==> src/rtl/wb_tag_target_slice.sv <==
// Registered request/response slice for one tagged Wishbone target port, with ack/err returned as one-cycle pulses.
// Define WB_TAG_SLICE_TIMEOUT_EN to add a watchdog that ends a silent transfer with err after TIMEOUT cycles.
module wb_tag_target_slice #(
    parameter int ADR_WIDTH = 32,
    parameter int DAT_WIDTH = 32,
    parameter int TGA_WIDTH = 4,
    parameter int TGC_WIDTH = 4,
    parameter int TGD_WIDTH = 4,
    parameter int TIMEOUT   = 255
) (
    input  logic                   clock,
    input  logic                   reset,
    input  logic [ADR_WIDTH-1:0]   adr,
    input  logic [DAT_WIDTH-1:0]   dat_w,
    input  logic [DAT_WIDTH/8-1:0] sel,
    input  logic                   we,
    input  logic                   cyc,
    input  logic                   stb,
    input  logic [TGA_WIDTH-1:0]   tga,
    input  logic [TGC_WIDTH-1:0]   tgc,
    input  logic [TGD_WIDTH-1:0]   tgd_w,
    output logic [DAT_WIDTH-1:0]   dat_r,
    output logic [TGD_WIDTH-1:0]   tgd_r,
    output logic                   ack,
    output logic                   err,
    output logic [ADR_WIDTH-1:0]   tadr,
    output logic [DAT_WIDTH-1:0]   tdat_w,
    output logic [DAT_WIDTH/8-1:0] tsel,
    output logic                   twe,
    output logic                   tcyc,
    output logic                   tstb,
    output logic [TGA_WIDTH-1:0]   ttga,
    output logic [TGC_WIDTH-1:0]   ttgc,
    output logic [TGD_WIDTH-1:0]   ttgd_w,
    input  logic [DAT_WIDTH-1:0]   tdat_r,
    input  logic [TGD_WIDTH-1:0]   ttgd_r,
    input  logic                   tack,
    input  logic                   terr
);

    typedef enum logic [1:0] {
        IDLE = 2'd0,
        REQ  = 2'd1,
        RSP  = 2'd2
    } state_t;

    state_t state;
    state_t state_next;

    logic accept;
    logic finish;
    logic wd_fire;
    logic alive;

    assign accept = (state == IDLE) && cyc && stb;
    assign finish = (state == REQ) && (tack || terr || wd_fire);

`ifdef WB_TAG_SLICE_TIMEOUT_EN
    localparam int CNT_W = $clog2(TIMEOUT + 1);

    logic [CNT_W-1:0] wd_count;

    // Fires on the last REQ cycle of the window; a real response that same cycle takes priority.
    assign wd_fire = (state == REQ) && !tack && !terr && (wd_count == CNT_W'(TIMEOUT - 1));

    always_ff @(posedge clock or negedge reset) begin
        if (!reset) begin
            wd_count <= '0;
        end else if (accept) begin
            wd_count <= '0;
        end else if ((state == REQ) && !tack && !terr && (wd_count != {CNT_W{1'b1}})) begin
            wd_count <= wd_count + CNT_W'(1);
        end
    end
`else
    logic unused_timeout;

    assign unused_timeout = (TIMEOUT > 0);
    assign wd_fire        = 1'b0;
`endif

    always_ff @(posedge clock or negedge reset) begin
        if (!reset) begin
            state <= IDLE;
        end else begin
            state <= state_next;
        end
    end

    always_comb begin
        state_next = state;
        case (state)
            IDLE:    if (accept) state_next = REQ;
            REQ:     if (finish) state_next = RSP;
            RSP:     state_next = IDLE;
            default: state_next = IDLE;
        endcase
    end

    // alive remembers whether the initiator kept cyc up for the whole transfer; if not, the result is dropped.
    always_ff @(posedge clock or negedge reset) begin
        if (!reset) begin
            tadr   <= '0;
            tdat_w <= '0;
            tsel   <= '0;
            twe    <= 1'b0;
            tcyc   <= 1'b0;
            tstb   <= 1'b0;
            ttga   <= '0;
            ttgc   <= '0;
            ttgd_w <= '0;
            dat_r  <= '0;
            tgd_r  <= '0;
            ack    <= 1'b0;
            err    <= 1'b0;
            alive  <= 1'b0;
        end else begin
            ack <= 1'b0;
            err <= 1'b0;
            if (accept) begin
                tadr   <= adr;
                tdat_w <= dat_w;
                tsel   <= sel;
                twe    <= we;
                ttga   <= tga;
                ttgc   <= tgc;
                ttgd_w <= tgd_w;
                tcyc   <= 1'b1;
                tstb   <= 1'b1;
                alive  <= 1'b1;
            end else if (state == REQ) begin
                if (!cyc) begin
                    alive <= 1'b0;
                end
                if (finish) begin
                    tcyc <= 1'b0;
                    tstb <= 1'b0;
                    if (alive && cyc) begin
                        if (terr || wd_fire) begin
                            err   <= 1'b1;
                            dat_r <= '0;
                            tgd_r <= '0;
                        end else begin
                            ack   <= 1'b1;
                            dat_r <= tdat_r;
                            tgd_r <= ttgd_r;
                        end
                    end
                end
            end
        end
    end

endmodule

==> config.mk <==
export PLATFORM = sky130hd
export DESIGN_NAME = wb_tag_target_slice
export DESIGN_NICKNAME = d
export VERILOG_FILES = /design/src/rtl/wb_tag_target_slice.sv
export SDC_FILE = /design/constraint.sdc
export NUM_CORES = 1
export LEC_CHECK = 0
export CAP_MARGIN = 25
export CORE_MARGIN = 5
export CORE_UTILIZATION = 36
export CTS_BUF_LIST = sky130_fd_sc_hd__clkbuf_4 sky130_fd_sc_hd__clkbuf_8
export DETAILED_ROUTE_END_ITERATION = 8
export GPL_TIMING_DRIVEN = 0
export PLACE_DENSITY = 0.81
export SYNTH_ARGS = -nofsm -noshare
export SYNTH_HDL_FRONTEND = slang
export SYNTH_SLANG_ARGS = --single-unit
==> constraint.sdc <==
create_clock -name clock -period 1.5 [get_ports clock]
set_clock_uncertainty 0.15 [all_clocks]
set_input_delay 0.3 -clock clock [delete_from_list [all_inputs] [get_ports clock]]
set_output_delay 0.3 -clock clock [all_outputs]
set_load 0.005 [all_outputs]
; ---- Word level (Yosys, flattened, before mapping)
; Cells that the tools add are included.
[totals]
register_bits = 123
latch_bits = 0
mem_bits_rw = 0
romBits = 0
inputBits = 123
out_inout_bits = 121
word_cells = 52
mem_count = 0
[op_classes]
addsub = 0
n_mul = 0
n_div = 0
n_lt_le_gt_ge = 0
n_eq_ne = 4
shifts = 0
muxes = 21
bitwise = 1
reduce_logical = 12
[op_table]
columns = op, count
row1 = 2-to-1 mux 32 bit, 1
row2 = 2-to-1 mux 1 bit, 16
row3 = AND reduction 2 bit, 3
row4 = logical AND 1 bit, 4
row5 = 2-to-1 mux 2 bit, 2
row6 = 2-to-1 mux 4 bit, 1
row7 = "inequality test 2 bit, second input constant", 2
row8 = case mux 2 bit (2 select lines), 1
row9 = AND reduction 4 bit, 1
row10 = nonzero test 2 bit, 2
row11 = "equality test 2 x 1 -> 1 bit, second input constant", 1
row12 = logical NOT 2 bit, 1
row13 = "inequality test 2 x 1 -> 1 bit, second input constant", 1
row14 = logical OR 1 bit, 1
row15 = NOT 1 bit, 1

; ---- Depth between registers and ports, before layout
; Gate-level depths: netlist of the first run.
[logic_depth]
ltp_word = 5
ltp_mapped = 5
depth_no_buf = 3

; ---- Least setup slack after synthesis of the first run
; OpenSTA, ideal clock, no wires.
[synth_path]
path_kind = flip-flop to flip-flop
from = reg state[0]
to = reg tdat_w[0]
setup_ps = 125
t_arrival_ps = 1345
required_time_ps = 1225
setup_slack_ps = -120
path_stages_with_launch = 4
n_path_buf = 1
synth_period_minus_slack_ps = 1620
path_cell_list = dfrtp_1 nor3_2 buf_2 mux2_2
[synth_via]
elab_chain_cells = 3
[synth_rtl]
columns = item, line_no
row1 = start: declaration, 47  ; state_t state;
row2 = start signal: assignment, 86  ; state <= state_next;
row3 = logical NOT 2 bit, 55  ; assign accept = (state == IDLE) && cyc && stb;
row4 = logical AND 1 bit (2 in a row), 55
row5 = end signal: assignment, 122  ; tdat_w <= dat_w;
row6 = end: declaration, 27  ; output logic [DAT_WIDTH-1:0] tdat_w,
; Every way passes these cells.
; A chain may end at the register's enable or synchronous reset.

; ---- Worst setup path in the final report of the first run
[layout_path]
from = reg state[0]
to = reg dat_r[17]
[layout_via]
elab_chain_cells = 5
word_cells_on_any_way = 7
classes_between = eq/ne (1) / bitwise (1) / reduce/logical (5)
[layout_rtl]
columns = item, line_no
row1 = logical NOT 2 bit, 55
row2 = logical AND 1 bit (2 in a row), 55
row3 = NOT 1 bit (no line), -
row4 = AND reduction 4 bit (no line) *, -
row5 = end signal: assignment, 145  ; dat_r <= tdat_r;
row6 = end: declaration, 22  ; output logic [DAT_WIDTH-1:0] dat_r,
; Mark *: on every way between the ends. The rest lies on a longest branch, timed or not.

==> results of run 1 <==
-- critical path, stage by stage (launching register included) --
cell and delay (ns):
dfrtp_1 0.43, and4b_2 0.25, and3b_1 0.19, buf_6 0.16
buf_8 0.14, a22o_1 0.23
-- final cells by class --
type,instances,area (µm²),area share
timing repair buffer,286,2360,0.312
sequential,123,3080,0.406
clock buffer,24,312,0.0411
multi-input combinational,133,1340,0.176
buffer,15,166,0.0219
clock inverter,7,113,0.0148
tap,168,210,0.0277
inverter,1,3.75,0.000495
-- state kept, by name, indices dropped and copies added, names as in the netlist, 2 cells and up --
register	cells
ttgd_w	4
state	2
tsel	4
tadr	32
tdat_w	32
dat_r	32
ttgc	4
tgd_r	4
ttga	4
-- synthesized netlist by cell type (all sizes together) --
master	n
a22o	36
a31oi	1
and2	1
and3b	1
and4b	1
buf	13
clkbuf	3
dfrtp	123
inv	1
mux2	81
nand2	2
nand2b	1
nor2	2
nor3	1
o21ai	4
o31ai	1
or3	1
-- power breakdown --
part	leakage, nW	total (mW)	internal, mW	switching, mW
sequential	1.51	4.51	4.10	0.415
clock	0.219	3.11	1.86	1.24
combinational	1.85	2.72	1.75	0.964
total	3.58	10.3	7.71	2.62
-- cells by family (layout without fill, tap and decap cells) --
family | Yosys count | after routing | share of synthesized area
DFF | 123 | 123 | 0.683
muxes | 81 | 81 | 0.202
AOI/OAI and AO/OA | 42 | 42 | 0.0783
buffers and inverters | 17 | 333 | 0.0225
and+or+nand+nor | 10 | 10 | 0.0139
-- worst paths after layout --
kind	from	end	slack [ns]	cells past startpoint
setup reg to reg	state[0]	dat_r[17]	-0.17	5
min in group asynchronous	reset	tadr[7]	0.26	2
hold / removal	cyc	alive	0.13	3
setup / recovery	state[0]	dat_r[17]	-0.17	5
hold reg to reg	tdat_w[28]	tdat_w[28]	0.34	1
max in group asynchronous	reset	state[1]	0.23	3
-- metal layers --
metal  wire [µm]  GRT usage  part of all wire
met5           0          0                 0
met4         209     0.0623             0.016
met3        1270     0.0655             0.096
met2        6890      0.304              0.52
met1        4910      0.197              0.37
-- through the flow --
| stage | power, mW | setup TNS (ns) | cell area [µm²] |
|---|---|---|---|
| 2_1_floorplan | 5.42 | -3.97 | 4540 |
| 3_3_place_gp | 7.57 | -639.62 | 7180 |
| 3_5_place_dp | 7.69 | -89.82 | 7210 |
| 4_1_cts | 10.6 | -10.10 | 7750 |
| 5_1_grt | 10.9 | -18.53 | 7590 |
| 6_report | 10.3 | -12.12 | 7590 |
-- repair_timing --
| action | in CTS | in global routing |
|---|---|---|
| setup endpoints to repair | 238 | 187 |
| cloned | 0 | 3 |
| gates resized for setup | 335 | 78 |
| hold buffers | 1 | 0 |
| endpoints found under the hold margin | 59 | 0 |
| pin swaps | 1 | 8 |
| setup buffers | 25 | 13 |
==> flow_summary.ini, run 1 <==
[synthesis]
synth_sequential_area_ratio = 0.683
post_synth_inst_count = 273
cells_taking_the_most_area_after_synthesis = dfrtp_1 (68%), mux2_2 (18%), a22o_1 (7.0%)
ys.warnings.count = 0
yosys_register_bits = 123
synthDominantCellAreaShare = 0.683
post-synth-top-area-cell = dfrtp_1
avgSynthCellArea_um2 = 16.5
post_synth_instance_area_mm2 = 0.00451
post_synth_num_cell_types = 21
synth_nets = 396

[final_layout]
final_common_cell = dfrtp_1
layout_common_cells = dfrtp_1 (122), clkdlybuf4s50_1 (120), mux2_2 (73)
final_core_area_utilization = 0.624
antenna-diode-count = 0
syn2layout_area_growth_pct = 68.3
final-instance-count-excl-fill = 757
layout-drive-gt1-share = 0.452
layout.nets = 700
n_fill_cell = 917

[critical_path]
timing_worst_setup_path_type = flop to flop
critPathArrivalTime_ns = 1.82
crit_path_start_kind = flop
critical_path_peak_fanout = 8
end_kind = flop
worst-endpoint-required_ns = 1.65

[die]
floorplan.initialDensity = 0.371
die_w_um = 122
io_pins = 244
die_y_um = 122
design.die.area_mm2 = 0.0149
core_mm2 = 0.0122
num_rows = 40

[place]
place_inst = 685
placement.io_buffers = 243
dpl.hpwl_um = 9730
gpl.final_weighted_congestion = 0.744
pre_cts_slack_ns = -0.904

[grt]
antenna_found_initial = 0
grt_pass1_wl_um = 20100
grt_overflow_total = 0
grt_usage = 0.175
largest_net_degree_at_the_start_of_global_routing = 65
grt_pass1_vias = 3887

[pwr]
p_leak_nw = 3.58
vdd_ir_drop_max_v = 0.000628
cellPowerDensity_mw_per_mm2 = 1360

[clock_network]
htree_num_levels = 4
clock-sinks = 123
cts_tree = yes
clock_buffers_created_by_tritoncts = 17
clk_path_buf_depth = 2
worstSkewPairLatency_ns = 0.41
clk_transition_reported_paths_ns = 0.07
clk_root_buffer_cell = clkbuf_8

[timing]
final_min_period_over_clock_period = 1.11
report.final.hold_viol_count = 0
final-max-slew-violation-count = 0
setup_violations = 116
tightest_slew_ns = 0.541
slew_headroom = 0.639
clock.fmax_ghz = 0.600
fin_crit_ns = 1.67
final_critical_path_setup_slack_ns = -0.168
hold-worst-slack_ns = 0.131
rsz_0062_raised_after_global_routing = yes

[detailed_routing]
routed_wire_length_per_instance_um = 17.5
ant_nets = 0
routed-via-count = 3520
post-route-drc-count = 0
detail_route.first_pass.iterations = 4
detail_route.vias_per_cell = 4.65
drt-total-wl_um = 13300
detail_route.iter0.violations = 128

[status]
failing_checks = negative setup slack
outcome = finished with violations

[run]
timing.max_cap.violations = 0

[worst_hold_path]
hold_path.class = primary input to flop
No activity file was read; power rests on OpenSTA's default activity.
==> run 2, diff against run 1 <==
Settings changed: SKIP_CTS_REPAIR_TIMING set to 1.
Clock period 1.5 ns to 1.4 ns, I/O delays scaled along.
==> flow_summary.ini, run 2 (synthesis gave the netlist of run 1 again) <==
[status]
outcome = finished with violations
failing_checks = negative setup slack

[grt]
grt_pass1_wl_um = 20200
largest_net_degree_at_the_start_of_global_routing = 69
grt_pass1_vias = 3803
grt_overflow_total = 0
antenna_found_initial = 0
grt_usage = 0.179

[clock_network]
clk_path_buf_depth = 2
htree_num_levels = 4
clk_transition_reported_paths_ns = 0.07
cts_tree = yes
worstSkewPairLatency_ns = 0.41
clock_buffers_created_by_tritoncts = 17
clock-sinks = 123
clk_root_buffer_cell = clkbuf_8

[final_layout]
final-instance-count-excl-fill = 748
syn2layout_area_growth_pct = 63.1
layout-drive-gt1-share = 0.481
finish.instance_area_mm2 = 0.00735
layout_common_cells = dfrtp_1 (121), clkdlybuf4s50_1 (121), clkbuf_2 (117)
reg.largest.list = dat_r (32), tadr (32), tdat_w (32)
n_fill_cell = 958
layout.nets = 690
antenna-diode-count = 0

[worst_hold_path]
hold_path.class = primary input to async pin

[pwr]
vdd_ir_drop_max_v = 0.000664
cellPowerDensity_mw_per_mm2 = 1490
totalPowerFinal_mw = 10.9
p_leak_nw = 3.47

[die]
num_rows = 40
die_y_um = 122
design.die.area_mm2 = 0.0149
floorplan.initialDensity = 0.371
core_mm2 = 0.0122
io_pins = 244
die_w_um = 122

[place]
gpl.final_weighted_congestion = 0.770
dpl.hpwl_um = 10000
place_inst = 685
placement.io_buffers = 243
dpl-instance-area_mm2 = 0.00722
pre_cts_slack_ns = -0.998

[detailed_routing]
routed_wire_length_per_instance_um = 17.9
detail_route.first_pass.iterations = 5
ant_nets = 0
drt-total-wl_um = 13400
detail_route.vias_per_cell = 4.72
detail_route.iter0.violations = 149
routed-via-count = 3533
post-route-drc-count = 0

[timing]
final-max-slew-violation-count = 0
clock.fmax_ghz = 0.614
rsz_0062_raised_after_global_routing = yes
tightest_slew_ns = 0.528
final_min_period_over_clock_period = 1.16
fin_crit_ns = 1.63
slew_headroom = 0.648
setup_violations = 120
final_critical_path_setup_slack_ns = -0.229
report.final.hold_viol_count = 0
hold-worst-slack_ns = 0.244

[critical_path]
r2r-end = dat_r[5]
worst-endpoint-required_ns = 1.55
timing.reg2reg.worst_path_depth = 5
critPathArrivalTime_ns = 1.78
crit_path_start_kind = primary input
reg2reg_slack_ns = -0.22
timing_worst_setup_path_type = primary input to flop
rr_startpoint = state[1]
end_kind = flop
critical_path_peak_fanout = 10

[run]
timing.max_cap.violations = 0
run 2: changes by cell type in the layout (fill, tap and decap cells not counted), moves of 3 or more:
cell and delta:
buf_2 -43, buf_4 -4, clkbuf_16 -3, clkbuf_2 +63, clkdlybuf4s15_1 -22
run 2: stage by stage:
stage,utilization,setup TNS [ns]
after floorplan,-,-14.92
after global placement,0.591,-665.14
after detailed placement,0.594,-98.85
after CTS,0.628,-93.24
after global routing,0.604,-29.03
final,0.604,-22.90
run 2: worst max-delay path: stages:
cell and delay (ns):
clkdlybuf4s50_1 0.52, nand2_1 0.12, nor3_4 0.16, buf_12 0.18, buf_6 0.16, mux2_2 0.35
run 2: where the power goes:
part | internal [mW] | leakage (nW) | switching, mW
Combinational | 1.78 | 1.76 | 1.03
Clock | 1.86 | 0.206 | 1.40
Sequential | 4.39 | 1.51 | 0.463
Total | 8.03 | 3.47 | 2.89
run 2: layout make-up:
type / instances / area [µm²] / share of cell area
Buffer: 16 / 190 / 0.0259
Clock buffer: 21 / 270 / 0.0368
Clock inverter: 11 / 145 / 0.0197
Inverter: 1 / 3.75 / 0.000511
Multi-Input combinational cell: 133 / 1340 / 0.182
Sequential cell: 123 / 3080 / 0.419
Tap cell: 168 / 210 / 0.0286
Timing Repair Buffer: 275 / 2120 / 0.288
run 2: worst max path at each step:
stage / start / end / slack, ns / cells after the start
floorplan: state[1] / tdat_w[0] / -0.14 / 3
global placement: reset / dat_r[10] / -4.63 / 1
detailed placement: cyc / tadr[8] / -1.0 / 5
CTS: cyc / tadr[8] / -0.53 / 5
global route: state[1] / dat_r[21] / -0.28 / 5
finish: cyc / tadr[25] / -0.23 / 6
run 2: layer usage:
layer  GRT usage  up-vias  share of wire
met3      0.0808       23           0.11
met1       0.200     1731           0.38
met4      0.0707        0          0.019
li1            -     1581              -
met5           0        -              0
met2       0.298      198           0.50
==> run 3, diff against run 2 <==
Settings changed: GPL_TIMING_DRIVEN 0 to unset.
==> flow_summary.ini, run 3 (synthesis gave the netlist of run 1 again) <==
[timing]
final_min_period_over_clock_period = 1.17
slew_headroom = 0.786
setup_violations = 118
report.final.hold_viol_count = 0
rsz_0062_raised_after_global_routing = yes
tightest_slew_ns = 0.321
final_critical_path_setup_slack_ns = -0.238
clock.fmax_ghz = 0.611
fin_crit_ns = 1.64
hold-worst-slack_ns = 0.103
final-max-slew-violation-count = 0
final_total_negative_setup_slack_ns = -24.19

[critical_path]
worst-endpoint-required_ns = 1.56
critical_path_peak_fanout = 34
slowest_stage = clkdlybuf4s50_1
rr_startpoint = state[0]
timing_worst_setup_path_type = primary input to flop
reg2reg_slack_ns = -0.23
critical_path.top_delay_family = buffers and inverters
crit_buf_inv = 3
end_kind = flop
r2r-end = tadr[29]
cpPeakStageDelay_ns = 0.45
critical_path.cell_chain = clkdlybuf4s50_1 -> buf_4 -> and4b_2 -> and3b_2 -> buf_12 -> a22o_1
crit_path_start_kind = primary input
timing.reg2reg.worst_path_depth = 4
critPathArrivalTime_ns = 1.80

[pwr]
totalPowerFinal_mw = 11.0
cellPowerDensity_mw_per_mm2 = 1480
comb_power_share = 0.259
p_seq_frac = 0.444
internal_power_mw = 8.02
p_leak_nw = 3.54
switchingPower_mw = 2.95
clock_power_share = 0.297
vdd_ir_drop_max_v = 0.000694
netSwitchingFraction = 0.269

[detailed_routing]
routed-via-count = 3527
detail_route.iter0.violations = 167
detail_route.vias_per_cell = 4.73
ant_nets = 0
post-route-drc-count = 0
routed_wire_length_per_instance_um = 17.9
drt-total-wl_um = 13400
detail_route.first_pass.iterations = 5

[place]
gpl.final_weighted_congestion = 0.774
placement.io_buffers = 243
dpl-instance-area_mm2 = 0.00733
pre_cts_slack_ns = -0.708
dpl.hpwl_um = 10100
place_inst = 689

[grt]
largest_net_degree_at_the_start_of_global_routing = 60
grt_overflow_total = 0
grt_usage = 0.176
grt_pass1_vias = 3876
grt_pass1_wl_um = 20200
antenna_found_initial = 0

[final_layout]
area_of_the_multi_input_gates_mm2 = 0.00142
layout.nets = 688
final_core_area_utilization = 0.610
reg.largest.list = dat_r (32), tadr (32), tdat_w (32)
layout-drive-gt1-share = 0.483
finish.instance_area_mm2 = 0.00742
n_fill_cell = 959
layout_common_cells = dfrtp_1 (122), clkdlybuf4s50_1 (121), clkbuf_2 (120)
syn2layout_area_growth_pct = 64.7
antenna-diode-count = 0
final-instance-count-excl-fill = 746
final-seq-area_mm2 = 0.00308
final_common_cell = dfrtp_1

[die]
die_y_um = 122
core_mm2 = 0.0122
num_rows = 40
floorplan.initialDensity = 0.371
io_pins = 244
die_w_um = 122
design.die.area_mm2 = 0.0149

[worst_hold_path]
hold_path.class = primary input to async pin

[clock_network]
cts_tree = yes
clk_root_buffer_cell = clkbuf_8
clock-sinks = 123
clock_buffers_created_by_tritoncts = 17
clk_path_buf_depth = 2
htree_num_levels = 4
clk_transition_reported_paths_ns = 0.07
worstSkewPairLatency_ns = 0.42

[run]
timing.max_cap.violations = 0

[status]
failing_checks = negative setup slack
outcome = finished with violations
==> run 3: cell types whose count changed in the layout (fill, tap and decap cells not counted), sizes merged <==
cell,delta
buf,-4
clkbuf,-1
inv,+2
clkinvlp,+1
==> run 3: power groups by stage <==
stage | clock, mW | combinational [mW] | sequential (mW)
after floorplan | 0 | 0.871 | 4.94
after global placement | 0 | 3.29 | 4.89
after global routing | 3.51 | 3.07 | 4.98
after CTS | 3.36 | 3.39 | 4.88
after detailed placement | 0 | 3.38 | 4.92
final | 3.26 | 2.84 | 4.87
==> run 3: worst max path at each step <==
stage / startpoint / end / slack (ns) / cells after the start
after floorplan: state[1] / tdat_w[0] / -0.14 / 3
after global placement: cyc / tdat_w[17] / -0.68 / 6
after detailed placement: cyc / tadr[14] / -0.71 / 6
after CTS: tdat_w[30] / tdat_w[30] / -0.41 / 1
after global routing: state[0] / tdat_w[21] / -0.27 / 4
final: cyc / dat_r[13] / -0.24 / 6
==> run 3: area by class of cell <==
cell class,instances,share of cell area
Sequential cell,123,0.415
Timing Repair Buffer,289,0.309
Multi-Input combinational cell,133,0.191
Clock buffer,18,0.0334
Tap cell,168,0.0283
Clock inverter,14,0.0229
Inverter,1,0.000506
==> run 3: routing by layer <==
layer  track usage  share of wire  vias to the layer above
met5             0              0                        -
met4        0.0777          0.020                        0
met3        0.0724           0.10                       21
met2         0.294           0.49                      187
met1         0.197           0.38                     1738
li1              -              -                     1581
==> run 3: worst reg2reg max path, cell delays in order (launching register included) <==
cell	delay (ns)
dfrtp_2	0.44
nor3_4	0.24
buf_12	0.17
buf_12	0.16
mux2_2	0.36
